[config.mk]
export PLATFORM = sky130hd
export DESIGN_NAME = oddr_feed_serializer
export DESIGN_NICKNAME = d
export VERILOG_FILES = /design/src/rtl/oddr_feed_pkg.sv /design/src/rtl/prbs7_gen.sv /design/src/rtl/oddr_feed_serializer.sv
export SDC_FILE = /design/constraint.sdc
export NUM_CORES = 1
export LEC_CHECK = 0
export CAP_MARGIN = 10
export CORE_MARGIN = 2
export CORE_UTILIZATION = 56
export DETAILED_ROUTE_END_ITERATION = 10
export PLACE_DENSITY_LB_ADDON = 0.08
export SLEW_MARGIN = 15
export SYNTH_ARGS = -nofsm -noshare
export SYNTH_HDL_FRONTEND = slang
export SYNTH_SLANG_ARGS = --single-unit
export TNS_END_PERCENT = 30
[constraint.sdc]
create_clock -name clk -period 5.9 [get_ports clk]
set_clock_uncertainty 0.15 [all_clocks]
set_input_delay 0.885 -clock clk [delete_from_list [all_inputs] [get_ports clk]]
set_output_delay 0.885 -clock clk [all_outputs]
set_load 0.01 [all_outputs]
[src/rtl/oddr_feed_pkg.sv]
`default_nettype none
// ============================================================================
// Module      : oddr_feed_pkg
// Description : Shared definitions for the ODDR feed serializer.
//               Holds the FSM state encoding, the PRBS7 seed and tap
//               positions, and the single-step PRBS7 LFSR function.
// Revision    : 1.0 - initial release
// ============================================================================
package oddr_feed_pkg;

  // Serializer operating modes
  typedef enum logic [1:0] {
    ST_IDLE   = 2'd0,
    ST_STREAM = 2'd1,
    ST_PRBS   = 2'd2
  } state_e;

  // PRBS7 polynomial x^7 + x^6 + 1. The register shifts toward bit 6, so
  // bit 6 holds the oldest bit (x^7 term) and bit 5 the x^6 term.
  localparam logic [6:0] c_prbs7_seed  = 7'h7F;
  localparam int         c_prbs7_tap_a = 6;
  localparam int         c_prbs7_tap_b = 5;

  // One LFSR step; the newly generated bit lands in bit 0.
  function automatic logic [6:0] prbs7_step(input logic [6:0] s);
    return {s[5:0], s[c_prbs7_tap_a] ^ s[c_prbs7_tap_b]};
  endfunction

endpackage : oddr_feed_pkg
`default_nettype wire

[src/rtl/prbs7_gen.sv]
`default_nettype none
// ============================================================================
// Module      : prbs7_gen
// Description : PRBS7 (x^7 + x^6 + 1) generator producing two bits per cycle.
// Ports       : clk      - system clock (rising edge)
//               rst      - synchronous active-high reset, loads the seed
//               seed_i   - restart the sequence from the seed this cycle
//               step_i   - advance the sequence by two bits this cycle
//               bits_o   - next two sequence bits; [1] first, [0] second
// Revision    : 1.0 - initial release
// ============================================================================
module prbs7_gen
  import oddr_feed_pkg::*;
(
  input  logic       clk,
  input  logic       rst,
  input  logic       seed_i,
  input  logic       step_i,
  output logic [1:0] bits_o
);

  logic [6:0] lfsr_q;
  logic [6:0] w_base;
  logic [6:0] w_mid;
  logic [6:0] w_end;

  // When seed_i is set the two output bits come straight from the seed, so
  // the first pair is available in the same cycle the restart is requested.
  assign w_base = seed_i ? c_prbs7_seed : lfsr_q;
  assign w_mid  = prbs7_step(w_base);
  assign w_end  = prbs7_step(w_mid);
  assign bits_o = {w_mid[0], w_end[0]};

  always_ff @(posedge clk) begin
    if (rst) begin
      lfsr_q <= c_prbs7_seed;
    end else if (seed_i || step_i) begin
      lfsr_q <= w_end;
    end
  end

endmodule : prbs7_gen
`default_nettype wire

[src/rtl/oddr_feed_serializer.sv]
`default_nettype none
// ============================================================================
// Module      : oddr_feed_serializer
// Description : Feeds an ODDR primitive two bits per clock, either from a
//               parallel word stream (MSB first) or from an internal PRBS7.
//               One shift register plus one holding register give gapless
//               back-to-back words.
// Ports       : clk, rst        - clock, synchronous active-high reset
//               enable, mode    - transmit enable, source (0 stream, 1 PRBS7)
//               s_data/s_valid/s_ready - word input handshake
//               d_rise, d_fall  - ODDR D1/D2 data
//               out_active      - payload pair on d_rise/d_fall
//               underrun        - 1-cycle pulse, stream ran dry while enabled
//               word_count      - completed stream words (wraps)
// Revision    : 1.0 - initial release
// ============================================================================
module oddr_feed_serializer
  import oddr_feed_pkg::*;
#(
  parameter int   DATA_W     = 16,   // even, >= 4
  parameter logic IDLE_LEVEL = 1'b0
) (
  input  logic              clk,
  input  logic              rst,
  input  logic              enable,
  input  logic              mode,
  input  logic [DATA_W-1:0] s_data,
  input  logic              s_valid,
  output logic              s_ready,
  output logic              d_rise,
  output logic              d_fall,
  output logic              out_active,
  output logic              underrun,
  output logic [15:0]       word_count
);

  localparam int c_pairs  = DATA_W / 2;
  localparam int c_pair_w = (c_pairs > 1) ? $clog2(c_pairs) : 1;
  localparam logic [c_pair_w-1:0] c_last_pair = c_pair_w'(c_pairs - 1);

  state_e              state_q,     state_d;
  logic [DATA_W-1:0]   shift_q,     shift_d;
  logic [c_pair_w-1:0] pair_q,      pair_d;
  logic [DATA_W-1:0]   hold_q,      hold_d;
  logic                hold_full_q, hold_full_d;
  logic                s_ready_q,   s_ready_d;
  logic                d_rise_q,    d_rise_d;
  logic                d_fall_q,    d_fall_d;
  logic                active_q,    active_d;
  logic                underrun_q,  underrun_d;
  logic [15:0]         count_q,     count_d;

  logic                w_accept;
  logic                w_avail;
  logic [DATA_W-1:0]   w_next_word;
  logic                w_start;
  logic                w_prbs_seed;
  logic                w_prbs_step;
  logic [1:0]          w_prbs_bits;

  prbs7_gen u_prbs7_gen (
    .clk    (clk),
    .rst    (rst),
    .seed_i (w_prbs_seed),
    .step_i (w_prbs_step),
    .bits_o (w_prbs_bits)
  );

  // A word is available if the holding register has one, or one is being
  // accepted right now (it passes through the holding register in the same
  // edge). s_ready implies the holding register is empty, so both never
  // compete.
  assign w_accept    = s_valid && s_ready_q;
  assign w_avail     = hold_full_q || w_accept;
  assign w_next_word = hold_full_q ? hold_q : s_data;

  always_comb begin
    state_d     = state_q;
    shift_d     = shift_q;
    pair_d      = pair_q;
    hold_d      = hold_q;
    hold_full_d = hold_full_q;
    d_rise_d    = IDLE_LEVEL;
    d_fall_d    = IDLE_LEVEL;
    active_d    = 1'b0;
    underrun_d  = 1'b0;
    count_d     = count_q;
    w_start     = 1'b0;
    w_prbs_seed = 1'b0;
    w_prbs_step = 1'b0;

    if (w_accept) begin
      hold_d      = s_data;
      hold_full_d = 1'b1;
    end

    case (state_q)
      ST_IDLE: begin
        // mode is only looked at here; it is frozen for the whole run.
        if (enable && mode) begin
          state_d     = ST_PRBS;
          w_prbs_seed = 1'b1;
          d_rise_d    = w_prbs_bits[1];
          d_fall_d    = w_prbs_bits[0];
          active_d    = 1'b1;
        end else if (enable && w_avail) begin
          w_start = 1'b1;
        end
      end

      ST_STREAM: begin
        if (pair_q != c_last_pair) begin
          pair_d   = pair_q + c_pair_w'(1);
          d_rise_d = shift_q[DATA_W-1];
          d_fall_d = shift_q[DATA_W-2];
          shift_d  = {shift_q[DATA_W-3:0], 2'b00};
          active_d = 1'b1;
        end else begin
          count_d = count_q + 16'd1;
          if (enable && w_avail) begin
            w_start = 1'b1;
          end else begin
            // Running dry is only an error while still enabled; a deliberate
            // stop keeps any buffered word for later.
            state_d    = ST_IDLE;
            underrun_d = enable;
          end
        end
      end

      ST_PRBS: begin
        if (enable) begin
          w_prbs_step = 1'b1;
          d_rise_d    = w_prbs_bits[1];
          d_fall_d    = w_prbs_bits[0];
          active_d    = 1'b1;
        end else begin
          state_d = ST_IDLE;
        end
      end

      default: state_d = ST_IDLE;
    endcase

    // Load a new word: pair 0 goes straight to the outputs, the rest of the
    // word waits in the shift register already aligned to the MSB.
    if (w_start) begin
      state_d     = ST_STREAM;
      d_rise_d    = w_next_word[DATA_W-1];
      d_fall_d    = w_next_word[DATA_W-2];
      shift_d     = {w_next_word[DATA_W-3:0], 2'b00};
      pair_d      = '0;
      hold_full_d = 1'b0;
      active_d    = 1'b1;
    end
  end

  assign s_ready_d = (state_d != ST_PRBS) && !hold_full_d;

  always_ff @(posedge clk) begin
    if (rst) begin
      state_q     <= ST_IDLE;
      shift_q     <= '0;
      pair_q      <= '0;
      hold_q      <= '0;
      hold_full_q <= 1'b0;
      s_ready_q   <= 1'b1;
      d_rise_q    <= IDLE_LEVEL;
      d_fall_q    <= IDLE_LEVEL;
      active_q    <= 1'b0;
      underrun_q  <= 1'b0;
      count_q     <= 16'd0;
    end else begin
      state_q     <= state_d;
      shift_q     <= shift_d;
      pair_q      <= pair_d;
      hold_q      <= hold_d;
      hold_full_q <= hold_full_d;
      s_ready_q   <= s_ready_d;
      d_rise_q    <= d_rise_d;
      d_fall_q    <= d_fall_d;
      active_q    <= active_d;
      underrun_q  <= underrun_d;
      count_q     <= count_d;
    end
  end

  assign s_ready    = s_ready_q;
  assign d_rise     = d_rise_q;
  assign d_fall     = d_fall_q;
  assign out_active = active_q;
  assign underrun   = underrun_q;
  assign word_count = count_q;

endmodule : oddr_feed_serializer
`default_nettype wire

==> flow_metrics.env <==
export IMPL_outcome="completed"
export IMPL_end_kind="flop"
export IMPL_worstMarginPinSlew_ns=1.09
export IMPL_netlist_area_leader_share_pct=44.6
export IMPL_placed_cells=399
export IMPL_track_usage_pct=21.4
export IMPL_multi_input_area_sq_mm=0.00149
export IMPL_antenna_left=0
export IMPL_worst_hold_startpoint="hold_q[8]$_SDFFE_PP0P_"
export IMPL_rows=26
export IMPL_htree_levels=3
export IMPL_die_area_sq_mm=0.00572
export IMPL_grt_antenna_before_repair=0
export IMPL_syn_nets=329
export IMPL_synth_top_area_cell="dfxtp_1"
export IMPL_yosysWarningCount=0
export IMPL_portBuffers=41
export IMPL_wire_per_inst_um=13.6
export IMPL_final_nets=364
export IMPL_cts_sinks=64
export IMPL_cp_arrival_ns=3.14
export IMPL_hold_class="reg -> reg"
export IMPL_rr_startpoint="pair_q[0]$_SDFFE_PP0P_"
export IMPL_slew_violations=0
export IMPL_p_leak_uw=0.00121
export IMPL_holdBufCountCts=0
export IMPL_synth_compound_area_share_pct=17.9
export IMPL_vias_per_cell=5.48
export IMPL_yosysMostFrequentCell="dfxtp_1"
export IMPL_synth_area_top_cells="dfxtp_1, a211oi_2, mux2i_1"
export IMPL_fin_crit_sh_pct=52.9
export IMPL_n_antenna_cell=0
export IMPL_synth_xor_area_share_pct=3.05
export IMPL_overflow=0
export IMPL_grt_first_pass_wirelength_mm=9.32
export IMPL_critPathLaunch="s_valid"
export IMPL_synth_fa_ha_area_share_pct=1.31
export IMPL_dr_pass1_iters=5
export IMPL_die_x_um=75.6
export IMPL_clkLatencyLatePin_ns=0.33
export IMPL_synth_area_per_cell_sq_um=9.41
export IMPL_slew_headroom_pct=27.0
export IMPL_drive_gt1_share_pct=12.5
export IMPL_place_congestion=0.754
export IMPL_vdd_drop_max_v=0.000159
export IMPL_cts_tree="done"
export IMPL_synth_edff_count=0
export IMPL_ios=42
export IMPL_synth_cell_type_count=43
export IMPL_die_h_um=75.6
export IMPL_setup_viol=0
export IMPL_vias=2276
export IMPL_rsz0062_at_grt="false"
export IMPL_core_sq_mm=0.00504
export IMPL_areaGrowthSynthToFinish_pct=21.4
export IMPL_cts_root_buf="clkbuf_8"
export IMPL_cts_buffers=9
export IMPL_synth_mux_area_share_pct=7.97
export IMPL_drt_total_wl_mm=5.65
export IMPL_crit_type="in -> reg"
export IMPL_clk_pin_slew_ns=0.06
export IMPL_syn_inst=305
export IMPL_crit_path_start_kind="input port"
export IMPL_ff_latch_area_sq_mm=0.00128
export IMPL_drc=0
export IMPL_dpl_hpwl_mm=3.48
export IMPL_ys_seq_elements=64
export IMPL_cp_required_ns=5.91
export IMPL_fmax_mhz=320
export IMPL_path_max_fanout=27
export IMPL_fin_cells=415
export IMPL_drt_initial_drc_count=138
export IMPL_tns_ns=0
export IMPL_synth_top_family_by_area="simple AND/OR/NAND/NOR gates"
export IMPL_synthArstFlopShare_pct=0
export IMPL_post_route_min_period_ns=3.12
export IMPL_first_global_vias=2079
export IMPL_clk_path_buf_depth=2
export IMPL_grt_max_degree=69
export IMPL_maxCapViolCount=0
export IMPL_fillerInstances=447
export IMPL_synthSimpleGateAreaFrac_pct=21.7
export IMPL_netlist_area_sq_mm=0.00287
export IMPL_ys_flop_type="dfxtp_1"
export IMPL_cts_setup_buffers=0
export IMPL_hold_viol=0
export IMPL_synth_common_cells="dfxtp_1, nand2_1, a21oi_1"
export IMPL_yosysSeqAreaShare_pct=44.6
export IMPL_p_per_area_mw_per_mm2=273
export IMPL_cts_resized=0
export IMPL_initial_utilization_pct=56.9
-- metal layers --
layer	share of wire, %	vias up	global-route usage (%)
met5	0	-	0
met4	1.6	0	10.3
met3	3.5	9	4.50
met2	49	47	34.9
met1	46	1057	27.2
li1	-	1163	-
-- logic make-up (layout without fill, tap and decap cells) --
logic type | count (synthesis) | after routing
AND/OR/NAND/NOR | 117 | 117
AO/OA/AOI/OAI | 69 | 69
flip-flops | 64 | 64
multiplexers | 22 | 22
buffers and inverters | 20 | 60
XOR/XNOR | 10 | 10
adder cells (fa/ha/maj) | 3 | 3
-- critical path, cell delays in order --
cell	delay, ns
clkdlybuf4s50_1	0.52
a21oi_1	0.13
or4_1	1.03
a211oi_1	0.48
a211oi_2	0.07
-- state kept, by name (all words and copies together) (netlist names) --
| register | flops |
|---|---|
| shift_q | 14 |
| hold_full_q | 1 |
| hold_q | 16 |
| word_count | 16 |
| pair_q | 3 |
| state_q | 2 |
| u_prbs7_gen.lfsr_q | 7 |
| d_fall | 1 |
| d_rise | 1 |
| s_ready | 1 |
| out_active | 1 |
| underrun | 1 |
-- report_power, final --
part	switching [uW]	leakage (uW)	internal (uW)	total (uW)
clock	160	0.000103	217	377
combinational	57.6	0.000582	50.2	108
sequential	12.9	0.000521	453	466
-- layout make-up --
type                    instances  share of cell area (%)
well taps                      70                    2.51
clock buffers                  13                    4.56
repair buffers                 43                    12.1
multi-input cells             221                    42.8
clock inverters                 3                    1.15
flip-flops and latches         64                    36.8
inverters                       1                   0.108
-- cell usage in the layout, fill, tap and decap left out, types with 3 or more instances in the layout --
master / count
dfxtp_1: 64
clkdlybuf4s50_1: 40
nand2_1: 39
a21oi_1: 25
nor2b_1: 17
mux2i_1: 15
nor2_1: 14
a211oi_2: 13
a211oi_1: 12
clkbuf_8: 11
nor3_1: 9
nand2b_1: 7
mux2_2: 7
nand3_1: 7
xor2_1: 6
o21ai_0: 5
o22ai_1: 5
xnor2_1: 4
or3_1: 4
nand4_1: 3
ha_1: 3
-- through the flow --
step	total power (uW)	cell area (sq um)	util [%]	hold WS, ns	setup WS [ns]
2_1_floorplan	552	2870	-	0.283	3.53
3_3_place_gp	582	3290	65.2	0.289	2.51
3_5_place_dp	583	3290	65.2	0.298	2.42
4_1_cts	959	3480	69.1	0.308	2.76
5_1_grt	985	3480	69.1	0.324	2.56
6_report	950	3480	69.1	0.309	2.78
-- final timing paths --
check | endpoint | depth (start not counted) | slack (ns)
max reg2reg | shift_q[7]$_SDFFE_PP0P_ | 6 | 3.01
max | shift_q[7]$_SDFFE_PP0P_ | 5 | 2.78
min reg2reg | hold_q[8]$_SDFFE_PP0P_ | 2 | 0.31
min | hold_q[8]$_SDFFE_PP0P_ | 2 | 0.31
(Power assumes the default switching activity.)
